==> config.mk <==
export PLATFORM = sky130hd
export DESIGN_NAME = axis_uart_tx_flat
export DESIGN_NICKNAME = d
export VERILOG_FILES = /design/src/rtl/axis_uart_tx_pkg.sv /design/src/rtl/axis_uart_tx_if.sv /design/src/rtl/axis_uart_tx_baud_cnt.sv /design/src/rtl/axis_uart_tx.sv /design/src/flat_wrapper.sv
export SDC_FILE = /design/constraint.sdc
export NUM_CORES = 1
export LEC_CHECK = 0
export BUFFER_PORTS_ARGS = -buffer_cell sky130_fd_sc_hd__clkbuf_2
export CAP_MARGIN = 25
export CORE_ASPECT_RATIO = 1.4
export CORE_MARGIN = 4
export CORE_UTILIZATION = 40
export CTS_BUF_LIST = sky130_fd_sc_hd__clkbuf_16
export DETAILED_ROUTE_END_ITERATION = 7
export PLACE_DENSITY_LB_ADDON = 0.3
export REMOVE_ABC_BUFFERS = 1
export SYNTH_ARGS = -nofsm -noshare
export SYNTH_HDL_FRONTEND = slang
export SYNTH_SLANG_ARGS = --single-unit
==> constraint.sdc <==
create_clock -name clk -period 1.55 [get_ports clk]
set_input_delay 0.2325 -clock clk [delete_from_list [all_inputs] [get_ports clk]]
set_output_delay 0.2325 -clock clk [all_outputs]
set_load 0.05 [all_outputs]
==> src/rtl/axis_uart_tx_pkg.sv <==
// -----------------------------------------------------------------------------
// uart_pkg
//   Definitions shared by the UART transmitter and the future receiver:
//   frame state encoding, data width, and small helper functions.
// -----------------------------------------------------------------------------
package uart_pkg;

  typedef enum logic [2:0] {
    IDLE   = 3'd0,
    START  = 3'd1,
    DATA   = 3'd2,
    PARITY = 3'd3,
    STOP   = 3'd4
  } uart_state_t;

  localparam int UART_DATA_BITS = 8;

  // Clock cycles per bit period (truncating integer division).
  function automatic int clks_per_bit(input int clk_hz, input int baud);
    return clk_hz / baud;
  endfunction

  // Even parity: the bit that makes the total count of ones even.
  function automatic logic even_parity(input logic [UART_DATA_BITS-1:0] d);
    return ^d;
  endfunction

endpackage

==> src/rtl/axis_uart_tx_if.sv <==
// -----------------------------------------------------------------------------
// axis_if
//   Byte-wide AXI-stream style handshake bundle.
//   data : payload byte (source -> sink)
//   vld  : payload valid (source -> sink)
//   rdy  : sink ready    (sink -> source); a transfer happens when vld & rdy
//   master modport is the byte source, slave modport is the byte sink.
// -----------------------------------------------------------------------------
interface axis_if;
  import uart_pkg::*;

  logic [UART_DATA_BITS-1:0] data;
  logic                      vld;
  logic                      rdy;

  modport master (output data, output vld, input rdy);
  modport slave  (input data, input vld, output rdy);

endinterface

==> src/rtl/axis_uart_tx_baud_cnt.sv <==
// -----------------------------------------------------------------------------
// uart_baud_cnt
//   Free-running bit-period counter, 0 .. CLKS_PER_BIT-1.
//   clk  : clock
//   rst  : synchronous active-high reset
//   clr  : reload 0 (used on every frame state change)
//   tick : 1 on the last cycle of a bit period
// -----------------------------------------------------------------------------
module uart_baud_cnt #(
  parameter int CLKS_PER_BIT = 2
) (
  input  logic clk,
  input  logic rst,
  input  logic clr,
  output logic tick
);

  localparam int CW = (CLKS_PER_BIT > 1) ? $clog2(CLKS_PER_BIT) : 1;
  localparam logic [CW-1:0] LAST = CW'(CLKS_PER_BIT - 1);

  logic [CW-1:0] cnt_r;

  // Bit-period counter: reload on reset/clear, wrap at the bit boundary.
  always_ff @(posedge clk) begin
    if (rst || clr) begin
      cnt_r <= {CW{1'b0}};
    end else if (cnt_r == LAST) begin
      cnt_r <= {CW{1'b0}};
    end else begin
      cnt_r <= cnt_r + {{(CW-1){1'b0}}, 1'b1};
    end
  end

  assign tick = (cnt_r == LAST);

endmodule

==> src/rtl/axis_uart_tx.sv <==
// -----------------------------------------------------------------------------
// axis_uart_tx
//   UART transmitter draining a byte stream onto a serial line, LSB first,
//   8 data bits, optional even parity, STOP_BITS stop bits.
//   clk    : clock
//   rst    : synchronous active-high reset; aborts any frame in flight
//   axis_i : byte input (slave side); rdy only while idle and out of reset
//   tx     : serial line, registered, idles high
//   busy   : 1 while a frame is being shifted out
// Build option: define AXIS_UART_TX_PARITY_EN to insert an even-parity bit
// between the data bits and the stop bit(s).
// -----------------------------------------------------------------------------
module axis_uart_tx
  import uart_pkg::*;
#(
  parameter int CLK_FREQ_HZ = 100_000_000,
  parameter int BAUD_RATE   = 115_200,
  parameter int STOP_BITS   = 1
) (
  input  logic   clk,
  input  logic   rst,
  axis_if.slave  axis_i,
  output logic   tx,
  output logic   busy
);

  localparam int CLKS_PER_BIT = clks_per_bit(CLK_FREQ_HZ, BAUD_RATE);

  localparam logic [2:0] ST_IDLE   = IDLE;
  localparam logic [2:0] ST_START  = START;
  localparam logic [2:0] ST_DATA   = DATA;
`ifdef AXIS_UART_TX_PARITY_EN
  localparam logic [2:0] ST_PARITY = PARITY;
`endif
  localparam logic [2:0] ST_STOP   = STOP;

  localparam logic [2:0] LAST_DATA_BIT = 3'(UART_DATA_BITS - 1);
  localparam logic [2:0] LAST_STOP_BIT = 3'(STOP_BITS - 1);

  if (CLKS_PER_BIT < 2) begin : g_bad_cpb
    $error("axis_uart_tx: CLKS_PER_BIT must be at least 2");
  end
  if ((STOP_BITS != 1) && (STOP_BITS != 2)) begin : g_bad_stop
    $error("axis_uart_tx: STOP_BITS must be 1 or 2");
  end

  logic [2:0]                state_r;
  logic [2:0]                state_nxt_s;
  logic [UART_DATA_BITS-1:0] shift_r;
  logic [2:0]                bit_cnt_r;
  logic                      tx_r;
  logic                      busy_r;
  logic                      tick_s;
  logic                      clr_s;
  logic                      ok_s;
`ifdef AXIS_UART_TX_PARITY_EN
  logic                      parity_r;
`endif

  assign axis_i.rdy = (state_r == ST_IDLE) & ~rst;
  assign ok_s       = axis_i.vld & axis_i.rdy;
  // Baud timing restarts at every state change so each bit is exactly one period.
  assign clr_s      = (state_nxt_s != state_r);

  uart_baud_cnt #(
    .CLKS_PER_BIT (CLKS_PER_BIT)
  ) u_baud (
    .clk  (clk),
    .rst  (rst),
    .clr  (clr_s),
    .tick (tick_s)
  );

  // Frame sequencing: next state from the current state and bit boundaries.
  always_comb begin
    state_nxt_s = state_r;
    case (state_r)
      ST_IDLE: begin
        if (ok_s) begin
          state_nxt_s = ST_START;
        end else begin
          state_nxt_s = ST_IDLE;
        end
      end
      ST_START: begin
        if (tick_s) begin
          state_nxt_s = ST_DATA;
        end else begin
          state_nxt_s = ST_START;
        end
      end
      ST_DATA: begin
        if (tick_s && (bit_cnt_r == LAST_DATA_BIT)) begin
`ifdef AXIS_UART_TX_PARITY_EN
          state_nxt_s = ST_PARITY;
`else
          state_nxt_s = ST_STOP;
`endif
        end else begin
          state_nxt_s = ST_DATA;
        end
      end
`ifdef AXIS_UART_TX_PARITY_EN
      ST_PARITY: begin
        if (tick_s) begin
          state_nxt_s = ST_STOP;
        end else begin
          state_nxt_s = ST_PARITY;
        end
      end
`endif
      ST_STOP: begin
        if (tick_s && (bit_cnt_r == LAST_STOP_BIT)) begin
          state_nxt_s = ST_IDLE;
        end else begin
          state_nxt_s = ST_STOP;
        end
      end
      default: state_nxt_s = ST_IDLE;
    endcase
  end

  // Datapath and line driver: tx is loaded with the level of the bit about
  // to start, so it changes in the same cycle as the state.
  always_ff @(posedge clk) begin
    if (rst) begin
      state_r   <= ST_IDLE;
      shift_r   <= {UART_DATA_BITS{1'b0}};
      bit_cnt_r <= 3'd0;
      tx_r      <= 1'b1;
      busy_r    <= 1'b0;
`ifdef AXIS_UART_TX_PARITY_EN
      parity_r  <= 1'b0;
`endif
    end else begin
      state_r <= state_nxt_s;
      busy_r  <= (state_nxt_s != ST_IDLE);
      case (state_r)
        ST_IDLE: begin
          if (ok_s) begin
            shift_r   <= axis_i.data;
            bit_cnt_r <= 3'd0;
            tx_r      <= 1'b0;
`ifdef AXIS_UART_TX_PARITY_EN
            parity_r  <= even_parity(axis_i.data);
`endif
          end else begin
            tx_r <= 1'b1;
          end
        end
        ST_START: begin
          if (tick_s) begin
            tx_r <= shift_r[0];
          end
        end
        ST_DATA: begin
          if (tick_s) begin
            shift_r   <= {1'b0, shift_r[UART_DATA_BITS-1:1]};
            // Wraps 7 -> 0 on the last data bit, ready to count stop bits.
            bit_cnt_r <= bit_cnt_r + 3'd1;
            if (bit_cnt_r == LAST_DATA_BIT) begin
`ifdef AXIS_UART_TX_PARITY_EN
              tx_r <= parity_r;
`else
              tx_r <= 1'b1;
`endif
            end else begin
              tx_r <= shift_r[1];
            end
          end
        end
`ifdef AXIS_UART_TX_PARITY_EN
        ST_PARITY: begin
          if (tick_s) begin
            tx_r <= 1'b1;
          end
        end
`endif
        ST_STOP: begin
          tx_r <= 1'b1;
          if (tick_s) begin
            if (bit_cnt_r == LAST_STOP_BIT) begin
              bit_cnt_r <= 3'd0;
            end else begin
              bit_cnt_r <= bit_cnt_r + 3'd1;
            end
          end
        end
        default: begin
          tx_r <= 1'b1;
        end
      endcase
    end
  end

  assign tx   = tx_r;
  assign busy = busy_r;

endmodule

==> src/flat_wrapper.sv <==
// flat-port wrapper written by rule: the top's interface ports become plain ports
module axis_uart_tx_flat import uart_pkg::*;
#(
  parameter int CLK_FREQ_HZ = 100_000_000,
  parameter int BAUD_RATE   = 115_200,
  parameter int STOP_BITS   = 1
)
  (clk, rst, tx, busy, axis_i_data, axis_i_vld, axis_i_rdy);
  axis_if axis_i_i ();
  input  logic clk;
  input  logic rst;
  output logic tx;
  output logic busy;
  input wire logic [$bits(axis_i_i.data)-1:0] axis_i_data;
  input wire logic [$bits(axis_i_i.vld)-1:0] axis_i_vld;
  output wire logic [$bits(axis_i_i.rdy)-1:0] axis_i_rdy;
  assign axis_i_i.data = axis_i_data;
  assign axis_i_i.vld = axis_i_vld;
  assign axis_i_rdy = axis_i_i.rdy;
  axis_uart_tx #(.CLK_FREQ_HZ(CLK_FREQ_HZ), .BAUD_RATE(BAUD_RATE), .STOP_BITS(STOP_BITS)) u_core (.clk(clk), .rst(rst), .axis_i(axis_i_i), .tx(tx), .busy(busy));
endmodule
==> flow_metrics.py <==
metrics = {
    "final_layout": {
        "diodes": 0,
        "drive_above_1_share_pct": 33.3,
        "syn2layout_area_growth_pct": 33.5,
        "final_area_um2": 1880,
        "nNetsFinal": 211,
    },
    "worst_setup_path": {
        "critical-path-top-delay-family": "flip-flops",
        "path_cells": "ha_4 -> nor4b_4 -> buf_4 -> nand4_1 -> a21oi_2 -> mux2i_1",
        "timing.critical_path.required_ns": 1.73,
        "setup.worst_path.end_class": "register",
        "worst-path-max-fanout": 3,
        "crit_path_max_incr_delay_ns": 0.35,
        "slowest_stage": "dfxtp_2",
        "cp.arrival_ns": 1.76,
        "worstSetupPathType": "register to register",
        "cp_num_buf_inv": 1,
        "cp-start-kind": "register",
    },
    "clocking": {
        "tritoncts": "yes",
        "numCtsBuffers": 3,
        "cts_root_buffer": "clkbuf_16",
        "clock_path_buffers": 2,
        "htreeDepth": 1,
        "clock_latency_ns": 0.26,
        "cts_sinks": 26,
        "clkTransAtPathRegs_ns": 0.06,
    },
    "synth": {
        "ys.flop_type": "dfxtp_1",
        "synthArstFlopShare_pct": 0,
        "syn-instance-count": 157,
        "synth.avg_cell_area_um2": 8.96,
        "ys_warn_count": 0,
        "synth_commonest_cells": "dfxtp_1, nor2_1, inv_1, nand3_1, nor2b_1",
        "ys_seq_elements": 26,
        "yosysMostFrequentCell": "dfxtp_1",
        "synth_edf_count": 0,
        "synth.top_cells.by_area": "dfxtp_1, nor2_1, a311oi_1",
        "synth-seq-area-share_pct": 37.0,
        "synth_top_cell_area_share_pct": 37.0,
        "yosysUniqueCellTypes": 40,
        "netlist.top_cell.by_area": "dfxtp_1",
        "synth_area_um2": 1410,
    },
    "floorplan": {
        "start_util_pct": 41.6,
        "die_area_um2": 4540,
        "io_pins": 14,
        "core_um2": 3380,
        "fp-row-count": 25,
        "die_w_um": 58.1,
        "die_h_um": 78.2,
    },
    "sta": {
        "hold_ws_ns": 0.243,
        "grt_setup_unrepaired": "true",
        "setup_viol": 3,
        "timing.final.crit_share_pct": 102,
        "period_needed_ns": 1.57,
        "setup_slack_ns": -0.0234,
        "worst_clock_skew_ns": 0.00269,
        "fin_tns_setup_ns": -0.0542,
        "report.final.hold_viol_count": 0,
        "maxSlewHeadroom_pct": 75.1,
        "fmax_mhz": 636,
        "worst_pin_slew_ns": 0.373,
        "maxSlewViolCount": 0,
    },
    "route": {
        "vias": 1234,
        "wl_met1_mm": 1.27,
        "wl_met3_um": 92,
        "drt-total-wl_mm": 3.00,
        "avgRoutedWirePerCell_um": 12.7,
        "drtIter0Drc": 62,
        "ant_nets": 0,
        "highest_layer": "met4",
        "dr.pass1.iters": 4,
        "route.detailed.drc": 0,
        "wl_met2_mm": 1.62,
        "viasPerCell": 5.25,
    },
    "power": {
        "p_leak_nw": 0.722,
        "p_sw_mw": 0.350,
        "max-vdd-ir-drop_uv": 621,
        "p_seq_share_pct": 43.2,
        "clkPwrFrac_pct": 44.9,
        "swShare_pct": 21.2,
        "p_int_mw": 1.30,
        "p_per_area_nw_per_um2": 879,
        "comb_power_share_pct": 11.9,
    },
    "status": {
        "status": "finished with violations",
        "violations": "setup timing",
    },
    "global_route": {
        "grt_antenna_before_repair": 0,
        "grt_max_degree": 22,
        "grt_overflow": 0,
        "grt_pass1_vias": 1254,
        "grt_pass1_wl_mm": 5.27,
        "gr-usage-all-layers_pct": 14.1,
    },
    "placement": {
        "placed_cell_area_um2": 1670,
        "gp_congestion": 0.797,
        "pre_cts_slack_ns": -0.0716,
        "portBuffers": 13,
        "dp_hpwl_mm": 2.26,
    },
    "run": {
        "cap_violations": 0,
    },
    "hold_path": {
        "worstHoldPathType": "primary input to register",
    },
}
[final timing paths]
| check | startpoint | endpoint | slack, ns | cells past startpoint |
|---|---|---|---|---|
| worst max-delay path | u_core.u_baud.cnt_r[1]$_SDFF_PP0_ | u_core.bit_cnt_r[2]$_SDFFE_PP0P_ | -0.02 | 6 |
| worst min-delay path | axis_i_data[7] | u_core.shift_r[7]$_SDFFE_PP0P_ | 0.24 | 3 |
| worst max register to register | u_core.u_baud.cnt_r[1]$_SDFF_PP0_ | u_core.bit_cnt_r[2]$_SDFFE_PP0P_ | -0.02 | 6 |
| worst min register to register | u_core.shift_r[2]$_SDFFE_PP0P_ | u_core.shift_r[2]$_SDFFE_PP0P_ | 0.49 | 2 |
[area by class of cell]
class / instances / area, um^2
tap: 40 / 50.0
fill: 306 / 1500
multi-input combinational: 112 / 865
clock buffer: 3 / 75.1
inverter: 11 / 41.3
clock inverter: 1 / 30.0
sequential: 26 / 523
timing repair buffer: 42 / 293
[tightest hold or removal path, cell delays in order]
cell	delay (ns)
clkbuf_2	0.08
nand3_1	0.07
a21oi_1	0.06
[flip-flops by register name, summed over array words and instances (netlist names)]
signal,count
u_core.u_baud.cnt_r,10
u_core.tx,1
u_core.bit_cnt_r,3
u_core.state_r,3
u_core.shift_r,8
u_core.busy,1
[per-stage QoR]
stage	total power [mW]	instances	utilization, %
2_1_floorplan	0.823	149	-
3_3_place_gp	0.894	228	49.3
3_5_place_dp	0.899	228	49.3
4_1_cts	1.66	234	53.8
5_1_grt	1.72	235	55.6
6_report	1.65	235	55.6
[logic make-up (layout without fill, tap and decap cells)]
family	Yosys count	in the layout	share of synthesized area (%)
multiplexers	3	3	2.14
AO/OA/AOI/OAI	26	26	15.1
AND/OR/NAND/NOR	69	69	29.4
buffers and inverters	19	57	6.49
flip-flops	26	26	37.0
XOR/XNOR	10	10	6.23
adder cells (fa/ha/maj)	4	4	3.56
[power groups by stage]
stage          sequential [mW]  combinational, mW  clock (mW)
3_3_place_gp             0.722              0.173           0
6_report                 0.713              0.197       0.740
5_1_grt                  0.715              0.217       0.790
2_1_floorplan            0.741             0.0817           0
3_5_place_dp             0.723              0.176           0
4_1_cts                  0.709              0.188       0.765
[timing repair]
item	4_1_cts	5_1_grt
setup endpoints to repair	12	24
resized for setup	8	9
buffers inserted	2	1
pin swaps	2	3
hold buffers	0	0
[placed cells by master, fill, tap and decap left out, types with 2 or more instances in the layout]
cell / n
a221oi_2: 7
nand2b_1: 5
mux2i_1: 3
or4b_1: 2
buf_6: 2
dfxtp_1: 24
dfxtp_2: 2
clkbuf_16: 3
nor3_1: 3
nand2_1: 6
and3_1: 2
nor2b_1: 9
nor3b_1: 2
a311oi_1: 7
nand3_1: 9
a21oi_1: 3
buf_4: 27
nand4_1: 2
xnor2_1: 7
o21ai_0: 2
clkbuf_2: 12
ha_1: 3
nor2_1: 18
inv_1: 11
xor2_1: 3
[per-layer routing]
layer  global-route usage (%)  up-vias
met5                        0        -
met4                     3.71        0
met3                     2.30        2
met2                     26.2       18
met1                     16.1      578
li1                         -      636
(Power assumes the default switching activity.)
